==> src/rtl/weight_cfg_pkg.sv <==
// Shared definitions for the weight/bias configuration loader: header layout,
// FSM states and the header legality check.
package weight_cfg_pkg;

    localparam logic [3:0] KIND_WEIGHT = 4'h1;
    localparam logic [3:0] KIND_BIAS   = 4'h2;

    localparam int KIND_MSB   = 31;
    localparam int KIND_LSB   = 28;
    localparam int LAYER_MSB  = 27;
    localparam int LAYER_LSB  = 20;
    localparam int NEURON_MSB = 19;
    localparam int NEURON_LSB = 12;
    localparam int COUNT_MSB  = 11;
    localparam int COUNT_LSB  = 0;

    localparam int CNT_W = 12;

    typedef enum logic [2:0] {
        IDLE,
        LOAD,
        SKIP,
        GAP,
        DONE
    } state_e;

    typedef enum logic [1:0] {
        HDR_OK,
        HDR_SKIP,
        HDR_ZERO
    } hdr_chk_e;

    // A zero count wins over every other problem: there is nothing to skip.
    function automatic hdr_chk_e check_header(
        input logic [3:0]       kind,
        input logic [7:0]       layer,
        input logic [CNT_W-1:0] count,
        input int unsigned      num_layers,
        input int unsigned      max_weights
    );
        hdr_chk_e res;
        res = HDR_OK;
        if (count == '0)
            res = HDR_ZERO;
        else if (kind != KIND_WEIGHT && kind != KIND_BIAS)
            res = HDR_SKIP;
        else if (32'(layer) >= num_layers)
            res = HDR_SKIP;
        else if (kind == KIND_WEIGHT && 32'(count) > max_weights)
            res = HDR_SKIP;
        else if (kind == KIND_BIAS && count != CNT_W'(1))
            res = HDR_SKIP;
        return res;
    endfunction

endpackage

==> src/rtl/weight_config_loader.sv <==
// Unpacks framed host stream words into per-neuron weight/bias writes.
// One header word selects layer/neuron/kind/count; payload beats follow.
module weight_config_loader
    import weight_cfg_pkg::*;
#(
    parameter int unsigned NUM_LAYERS  = 4,
    parameter int unsigned MAX_WEIGHTS = 784,
    parameter int unsigned WR_GAP      = 0
) (
    input  logic        clk,
    input  logic        rst,
    input  logic [31:0] s_data,
    input  logic        s_valid,
    output logic        s_ready,
    output logic        weightValid,
    output logic [31:0] weightValue,
    output logic        biasValid,
    output logic [31:0] biasValue,
    output logic [31:0] config_layer_num,
    output logic [31:0] config_neuron_num,
    output logic        busy,
    output logic        frame_done,
    output logic        frame_err
);

    state_e           state_q, state_d;
    logic [CNT_W-1:0] cnt_q, cnt_d;
    logic [3:0]       gap_q, gap_d;
    logic             is_bias_q, is_bias_d;
    logic             wv_q, wv_d;
    logic [31:0]      wval_q, wval_d;
    logic             bv_q, bv_d;
    logic [31:0]      bval_q, bval_d;
    logic [7:0]       layer_q, layer_d;
    logic [7:0]       neuron_q, neuron_d;
    logic             done_q, done_d;
    logic             err_q, err_d;

    logic             accept;
    logic [3:0]       hdr_kind;
    logic [7:0]       hdr_layer;
    logic [CNT_W-1:0] hdr_count;
    hdr_chk_e         hdr_chk;

    // s_ready is gated by rst so nothing is accepted while reset is held.
    assign s_ready   = rst && (state_q == IDLE || state_q == LOAD || state_q == SKIP);
    assign accept    = s_valid && s_ready;

    assign hdr_kind  = s_data[KIND_MSB:KIND_LSB];
    assign hdr_layer = s_data[LAYER_MSB:LAYER_LSB];
    assign hdr_count = s_data[COUNT_MSB:COUNT_LSB];
    assign hdr_chk   = check_header(hdr_kind, hdr_layer, hdr_count, NUM_LAYERS, MAX_WEIGHTS);

    always_comb begin
        state_d   = state_q;
        cnt_d     = cnt_q;
        gap_d     = gap_q;
        is_bias_d = is_bias_q;
        wv_d      = 1'b0;
        wval_d    = wval_q;
        bv_d      = 1'b0;
        bval_d    = bval_q;
        layer_d   = layer_q;
        neuron_d  = neuron_q;
        done_d    = 1'b0;
        err_d     = 1'b0;

        case (state_q)
            IDLE: begin
                if (accept) begin
                    case (hdr_chk)
                        HDR_OK: begin
                            layer_d   = hdr_layer;
                            neuron_d  = s_data[NEURON_MSB:NEURON_LSB];
                            is_bias_d = (hdr_kind == KIND_BIAS);
                            cnt_d     = hdr_count;
                            state_d   = LOAD;
                        end
                        HDR_SKIP: begin
                            cnt_d   = hdr_count;
                            state_d = SKIP;
                        end
                        default: err_d = 1'b1;
                    endcase
                end
            end
            LOAD: begin
                if (accept) begin
                    if (is_bias_q) begin
                        bv_d   = 1'b1;
                        bval_d = s_data;
                    end else begin
                        wv_d   = 1'b1;
                        wval_d = s_data;
                    end
                    cnt_d = cnt_q - 1'b1;
                    if (cnt_q == CNT_W'(1)) begin
                        state_d = DONE;
                    end else if (WR_GAP > 0) begin
                        state_d = GAP;
                        gap_d   = 4'(WR_GAP - 1);
                    end
                end
            end
            GAP: begin
                if (gap_q == '0)
                    state_d = LOAD;
                else
                    gap_d = gap_q - 1'b1;
            end
            SKIP: begin
                if (accept) begin
                    cnt_d = cnt_q - 1'b1;
                    if (cnt_q == CNT_W'(1)) begin
                        err_d   = 1'b1;
                        state_d = IDLE;
                    end
                end
            end
            DONE: begin
                done_d  = 1'b1;
                state_d = IDLE;
            end
            default: state_d = IDLE;
        endcase
    end

    always_ff @(posedge clk) begin
        if (!rst) begin
            state_q   <= IDLE;
            cnt_q     <= '0;
            gap_q     <= '0;
            is_bias_q <= 1'b0;
            wv_q      <= 1'b0;
            wval_q    <= '0;
            bv_q      <= 1'b0;
            bval_q    <= '0;
            layer_q   <= '0;
            neuron_q  <= '0;
            done_q    <= 1'b0;
            err_q     <= 1'b0;
        end else begin
            state_q   <= state_d;
            cnt_q     <= cnt_d;
            gap_q     <= gap_d;
            is_bias_q <= is_bias_d;
            wv_q      <= wv_d;
            wval_q    <= wval_d;
            bv_q      <= bv_d;
            bval_q    <= bval_d;
            layer_q   <= layer_d;
            neuron_q  <= neuron_d;
            done_q    <= done_d;
            err_q     <= err_d;
        end
    end

    assign weightValid       = wv_q;
    assign weightValue       = wval_q;
    assign biasValid         = bv_q;
    assign biasValue         = bval_q;
    assign config_layer_num  = {24'd0, layer_q};
    assign config_neuron_num = {24'd0, neuron_q};
    assign busy              = (state_q != IDLE);
    assign frame_done        = done_q;
    assign frame_err         = err_q;

endmodule

==> config.mk <==
export PLATFORM = sky130hd
export DESIGN_NAME = weight_config_loader
export DESIGN_NICKNAME = d
export VERILOG_FILES = /design/src/rtl/weight_cfg_pkg.sv /design/src/rtl/weight_config_loader.sv
export SDC_FILE = /design/constraint.sdc
export NUM_CORES = 1
export LEC_CHECK = 0
export CAP_MARGIN = 20
export CORE_ASPECT_RATIO = 0.8
export CORE_MARGIN = 5
export CORE_UTILIZATION = 44
export CTS_CLUSTER_DIAMETER = 40
export DETAILED_ROUTE_END_ITERATION = 8
export PLACE_DENSITY = 0.82
export SYNTH_ARGS = -nofsm -noshare
export SYNTH_HDL_FRONTEND = slang
export SYNTH_SLANG_ARGS = --single-unit
==> constraint.sdc <==
create_clock -name clk -period 2.3 [get_ports clk]
set_input_delay 0.46 -clock clk [delete_from_list [all_inputs] [get_ports clk]]
set_output_delay 0.46 -clock clk [all_outputs]
set_load 0.02 [all_outputs]
==> results of run 1 <==
## placed cells by master (no fill, tap or decap), drive strengths merged, types with 2 or more instances in the layout
master	n
or3	3
dfxtp	104
a21boi	19
nor4	9
a21oi	63
and2	2
o22ai	4
inv	11
a31o	2
buf	43
nand3	5
nand2	167
o211ai	3
nor3	11
nand4	2
ha	3
or4	5
xnor2	3
clkdlybuf4s50	105
dlymetal6s2s	13
clkbuf	13
mux2i	13
conb	48
and3	7
nand3b	2
a32o	3
nand2b	3
o21ai	9
nor2	14
## synthesized netlist by cell type, drive strengths merged, types with 9 or more instances
master	number
a21boi	19
a21oi	63
buf	57
clkbuf	26
dfxtp	104
inv	9
mux2i	13
nand2	167
nor2	14
nor3	11
nor4	9
o21ai	9
## power by group
group,switching [uW],leakage (uW),internal (uW)
combinational,284,0.00144,178
sequential,28.8,0.000840,1820
clock,660,0.000128,740
total,973,0.00241,2740
## through the flow
stage / power (uW) / utilization, % / hold slack, ns / area [um^2]
3_5_place_dp: 2340 / 58.0 / 0.448 / 5890
5_1_grt: 3870 / 61.7 / 0.481 / 6270
2_1_floorplan: 2200 / - / 0.442 / 4690
3_3_place_gp: 2320 / 58.0 / 0.442 / 5890
6_report: 3710 / 61.7 / 0.455 / 6270
4_1_cts: 3720 / 60.7 / 0.458 / 6160
## cells by family (layout without fill, tap and decap cells)
logic type | after synthesis | in the layout | synth area share (%)
mux | 13 | 13 | 2.88
xor+xnor | 4 | 4 | 0.776
flops | 104 | 104 | 46.1
simple gates | 234 | 234 | 22.6
compound gates | 111 | 111 | 14.7
other cells | 1 | 48 | 0.0831
buf+inv | 92 | 186 | 12.0
fa+ha+maj | 3 | 3 | 0.832
## worst min-delay path: stages, from the launching register on
cell	delay, ns
dfxtp_1	0.31
nand2_1	0.05
a21oi_1	0.05
## how the worst min path moves through the flow
stage / start / to / slack [ns] / cells after the start
after global placement: neuron_q[5]$_SDFFE_PN0P_ / neuron_q[5]$_SDFFE_PN0P_ / 0.44 / 2
after detailed placement: weightValue[7]$_SDFFE_PN0P_ / weightValue[7]$_SDFFE_PN0P_ / 0.45 / 2
final: weightValue[7]$_SDFFE_PN0P_ / weightValue[7]$_SDFFE_PN0P_ / 0.46 / 2
after floorplan: cnt_q[7]$_SDFFE_PN0P_ / cnt_q[7]$_SDFFE_PN0P_ / 0.44 / 2
after global routing: biasValue[5]$_SDFFE_PN0P_ / biasValue[5]$_SDFFE_PN0P_ / 0.48 / 2
after CTS: weightValue[7]$_SDFFE_PN0P_ / weightValue[7]$_SDFFE_PN0P_ / 0.46 / 2
## state kept, by name, indices dropped and copies added (netlist names)
register	flops
cnt_q	12
frame_err	1
state_q	3
biasValid	1
is_bias_q	1
frame_done	1
weightValue	32
weightValid	1
neuron_q	8
layer_q	8
biasValue	32
gap_q	4
## routing by layer
layer,share of wire [%],vias up,routed length [um],track usage (%)
li1,-,2061,-,-
met2,49,193,6430,34.1
met5,0,-,0,0
met4,0.94,0,124,5.45
met1,40,2076,5230,25.6
met3,11,18,1430,8.47
## repair_timing
action / 4_1_cts / 5_1_grt
setup buffers: 0 / 1
gates resized for setup: 2 / 28
pin swaps: 0 / 8
setup endpoints to repair: 15 / 13
## layout make-up
cell class,count,area (um^2)
well taps,140,175
multi-input cells,413,2150
repair buffers,162,1560
clock inverters,3,26.3
flip-flops and latches,104,2080
fillers,843,3890
clock buffers,12,236
inverters,9,33.8
==> results.tsv, run 1 <==
metric	value	unit
Yosys top cell area share	46.1	%
chain of cells forming the critical path	clkdlybuf4s50_1, buf_4, nand4_1, a221o_1, or4_4, and3_4	
site row count	33	
Place WS	-0.429	ns
Syn Std Cell Area	4510	um^2
CP top delay family	simple AND/OR/NAND/NOR gates	
clk root buf	clkbuf_16	
number of synthesized flops with an enable pin	0	
H-Tree Depth	3	
syn_area_per_cell	8.03	um^2
nets	737	
initial antenna violation count	0	
Port Buffer Count	120	
Yosys cell types	46	
Fmax	448	MHz
largest net degree at the start of global routing	49	
Seq/Total Area, Yosys	46.1	%
Post-synth ARST share	0	%
Die Wd	123	um
Reg2Reg Setup Slack	0.37	ns
MaxCap Viol Count	0	
Via density	5.16	
ys flop type	dfxtp_1	
launch point of the worst path	s_data[0]	
CTS buffer count	9	
Worst Setup Path Type	in2reg	
Post-route DRC	0	
Layout Cells excl Fill	843	
fin worst setup slack	0.0681	ns
Mapped Cells	562	
vias in the first global route	4185	
Synth area leaders	dfxtp_1 46%, nand2_1 14%, buf_4 8.0%, a21oi_1 7.0%, a21boi_0 3.0%	
Core ar.	10200	um^2
Peak VDD IR	0.381	mV
drt total wl	13200	um
Final Skew	0.0104	ns
antenna diode count	0	
Vias	4348	
Crit-path slowest cell	or4_4	
status	completed	
Pwr Density	592	nW/um^2
DPL Wire Length	9500	um
clock-pin transition on the worst setup and hold timing paths	0.07	ns
I/O Pins	169	
first-pass GRT wire length	20500	um
Hold Crit Class	reg2reg	
headroom to the max-slew limit	42.9	%
actual slew at the worst max-slew pin	0.852	ns
# hold bufs at CTS	0	
Slew Viols, Final	0	
Die Area	12400	um^2
Die Y	101	um
Buf/Inv on CP	2	
drt pass-1 iters	5	
layout cells sized above 1	11.0	%
Worst setup endpoint	layer_q[4]$_SDFFE_PN0P_	
worst-case clock buffer depth	2	
final hold vios	0	
Reg-to-Reg End	cnt_q[6]$_SDFFE_PN0P_	
worst skew pair latency	0.34	ns
RD Place Congestion	0.939	
reg2reg path depth	6	
Arr. time, crit path	2.46	ns
Critical R2R Launch	cnt_q[0]$_SDFFE_PN0P_	
Num Clock Sinks	104	
CP Capture Type	flip-flop	
CP max stage delay	0.62	ns
Crit path depth	6	
Tcrit/Tclk final	97.0	%
initial drt markers	264	
worst endpoint required time	2.53	ns
final setup fails	0	
Total GRT Usage	20.9	%
total grt overflow	0	
P&R area growth vs syn	38.9	%
LEAKAGE	0.00241	uW
Starting Density	44.4	%
TritonCTS clock tree	built	
Warnings, synthesis	0	
maximum fanout along the worst path	8	
min Tclk post-route	2.23	ns
Routed Antenna Nets	0	
flops & latches, synth	104	
Setup Total Neg Slack	0	ns
CP startpoint kind	input pin	
cell taking the most area after synthesis	dfxtp_1	
Inst Count DP	827	
WL per Instance	15.7	um
Power figures use the tool's default switching activity.
==> run 2, diff against run 1 <==
- HOLD_SLACK_MARGIN: not set -> 0.05
==> results of run 2 <==
Final layout, timing and power as in run 1 (identical DEF).
==> run 3, diff against run 2 <==
- CTS_BUF_LIST: not set -> sky130_fd_sc_hd__clkbuf_8 sky130_fd_sc_hd__clkbuf_16
==> run 3 against run 2 <==
Clock-buffer cell count fell by 3. Fmax hardly changed. Final area stayed put. Via count grew 0.11%. Hold slack barely moved. Power shrank 0.32%. Highest routed layer unchanged. Sequential power about the same. Largest cell class unchanged.
==> results.tsv, run 3 (synthesis gave the netlist of run 1 again) <==
metric	value	unit	change
status	completed		
Fmax	448	MHz	about the same
Die Wd	123	um	unchanged
fin worst setup slack	0.0682	ns	+0.0000773 ns
chain of cells forming the critical path	clkdlybuf4s50_1, buf_4, nand4_1, a221o_1, or4_4, and3_4		
CP startpoint kind	input pin		
CP top delay family	simple AND/OR/NAND/NOR gates		
Crit-path slowest cell	or4_4		
met2 Usage GRT	34.1	%	unchanged
layout cells sized above 1	11.0	%	unchanged
total grt overflow	0		unchanged
final hold vios	0		unchanged
CP max stage delay	0.62	ns	about the same
Post-route DRC	0		unchanged
min-delay src	weightValue[7]$_SDFFE_PN0P_		
Via density	5.16		+0.11%
Place WS	-0.429	ns	unchanged
Pwr Total	3700	uW	-0.32%
LEAKAGE	0.00242	uW	+0.52%
first-pass GRT wire length	20500	um	unchanged
Placed Area	5890	um^2	unchanged
drt pass-1 iters	5		unchanged
Inst Count DP	827		unchanged
Routed Antenna Nets	0		unchanged
Peak VDD IR	0.380	mV	-0.15%
most common cell after layout, fill and taps aside	nand2_1		
Final Skew	0.0106	ns	+0.000211 ns
Critical R2R Launch	cnt_q[0]$_SDFFE_PN0P_		
Core ar.	10200	um^2	unchanged
Hold Crit Class	reg2reg		
site row count	33		unchanged
P&R area growth vs syn	38.9	%	unchanged
launch point of the worst path	s_data[0]		
MaxCap Viol Count	0		unchanged
Pwr Density	590	nW/um^2	-0.32%
maximum fanout along the worst path	8		unchanged
worst endpoint required time	2.53	ns	about the same
Setup Total Neg Slack	0	ns	unchanged
clock-pin transition on the worst setup and hold timing paths	0.07	ns	about the same
min Tclk post-route	2.23	ns	-0.0000773 ns
initial drt markers	267		+1.1%
Num Clock Sinks	104		unchanged
WL per Instance	15.7	um	about the same
Starting Density	44.4	%	unchanged
DPL Wire Length	9500	um	unchanged
largest net degree at the start of global routing	49		unchanged
Total GRT Usage	20.9	%	unchanged
Arr. time, crit path	2.46	ns	about the same
Slew Viols, Final	0		unchanged
Worst Setup Path Type	in2reg		
Tcrit/Tclk final	97.0	%	about the same
Vias	4353		+0.11%
clk root buf	clkbuf_16		
TritonCTS clock tree	built		
Layout Cells excl Fill	843		unchanged
I/O Pins	169		unchanged
Buf/Inv on CP	2		unchanged
vias in the first global route	4185		unchanged
initial antenna violation count	0		unchanged
worst skew pair latency	0.34	ns	about the same
Port Buffer Count	120		unchanged
Die Y	101	um	unchanged
Final Instance Area	6270	um^2	unchanged
CP Capture Type	flip-flop		
headroom to the max-slew limit	42.9	%	unchanged
Die Area	12400	um^2	unchanged
worst-case clock buffer depth	2		unchanged
gr busiest metal	met2		
GR Layer Usage met1	25.6	%	unchanged
CTS buffer count	9		unchanged
commonest cells after routing, fill and taps aside	167 x nand2_1, 105 x clkdlybuf4s50_1, 104 x dfxtp_1, 63 x a21oi_1, 48 x conb_1		
actual slew at the worst max-slew pin	0.852	ns	unchanged
H-Tree Depth	3		unchanged
drt total wl	13200	um	about the same
nets	737		unchanged
RD Place Congestion	0.939		unchanged
routing usage on met3	8.47	%	unchanged
antenna diode count	0		unchanged
final setup fails	0		unchanged
run 3: what timing repair did:
action,CTS,global route
setup buffers,0,1
hold buffers,0,0
gates resized for setup,2,28
pin swaps,0,8
setup endpoints to repair,15,13
run 3: power by group:
part / switching [uW] / total [uW] / internal (uW) / leakage, uW
Combinational: 283 / 461 / 178 / 0.00144
Sequential: 28.8 / 1850 / 1820 / 0.000840
Clock: 662 / 1390 / 727 / 0.000140
Total: 974 / 3700 / 2730 / 0.00242
run 3: final timing paths:
path / to / cells past startpoint / slack [ns]
setup / recovery: layer_q[4]$_SDFFE_PN0P_ / 6 / 0.07
hold / removal: weightValue[7]$_SDFFE_PN0P_ / 2 / 0.46
setup reg to reg: cnt_q[6]$_SDFFE_PN0P_ / 6 / 0.37
hold reg to reg: weightValue[7]$_SDFFE_PN0P_ / 2 / 0.46
run 3: layout make-up:
cell class	instances	area [um^2]
clock buffers	9	225
well taps	140	175
inverters	9	33.8
repair buffers	162	1560
multi-input cells	413	2150
fillers	843	3890
flip-flops and latches	104	2080
clock inverters	6	37.5
run 3: metal layers:
metal	vias up	share of wire [%]
met3	20	11
met2	198	49
li1	2058	-
met5	-	0
met1	2077	39
met4	0	0.97
run 3: tightest hold or removal path, cell delays in order (launching register included):
cell and delay [ns]:
dfxtp_1 0.31, nand2_1 0.05, a21oi_1 0.05
run 3: through the flow:
stage               util, %  hold slack, ns
floorplan                 -           0.442
global placement       58.0           0.442
detailed placement     58.0           0.448
CTS                    60.7           0.458
global route           61.7           0.481
finish                 61.7           0.455
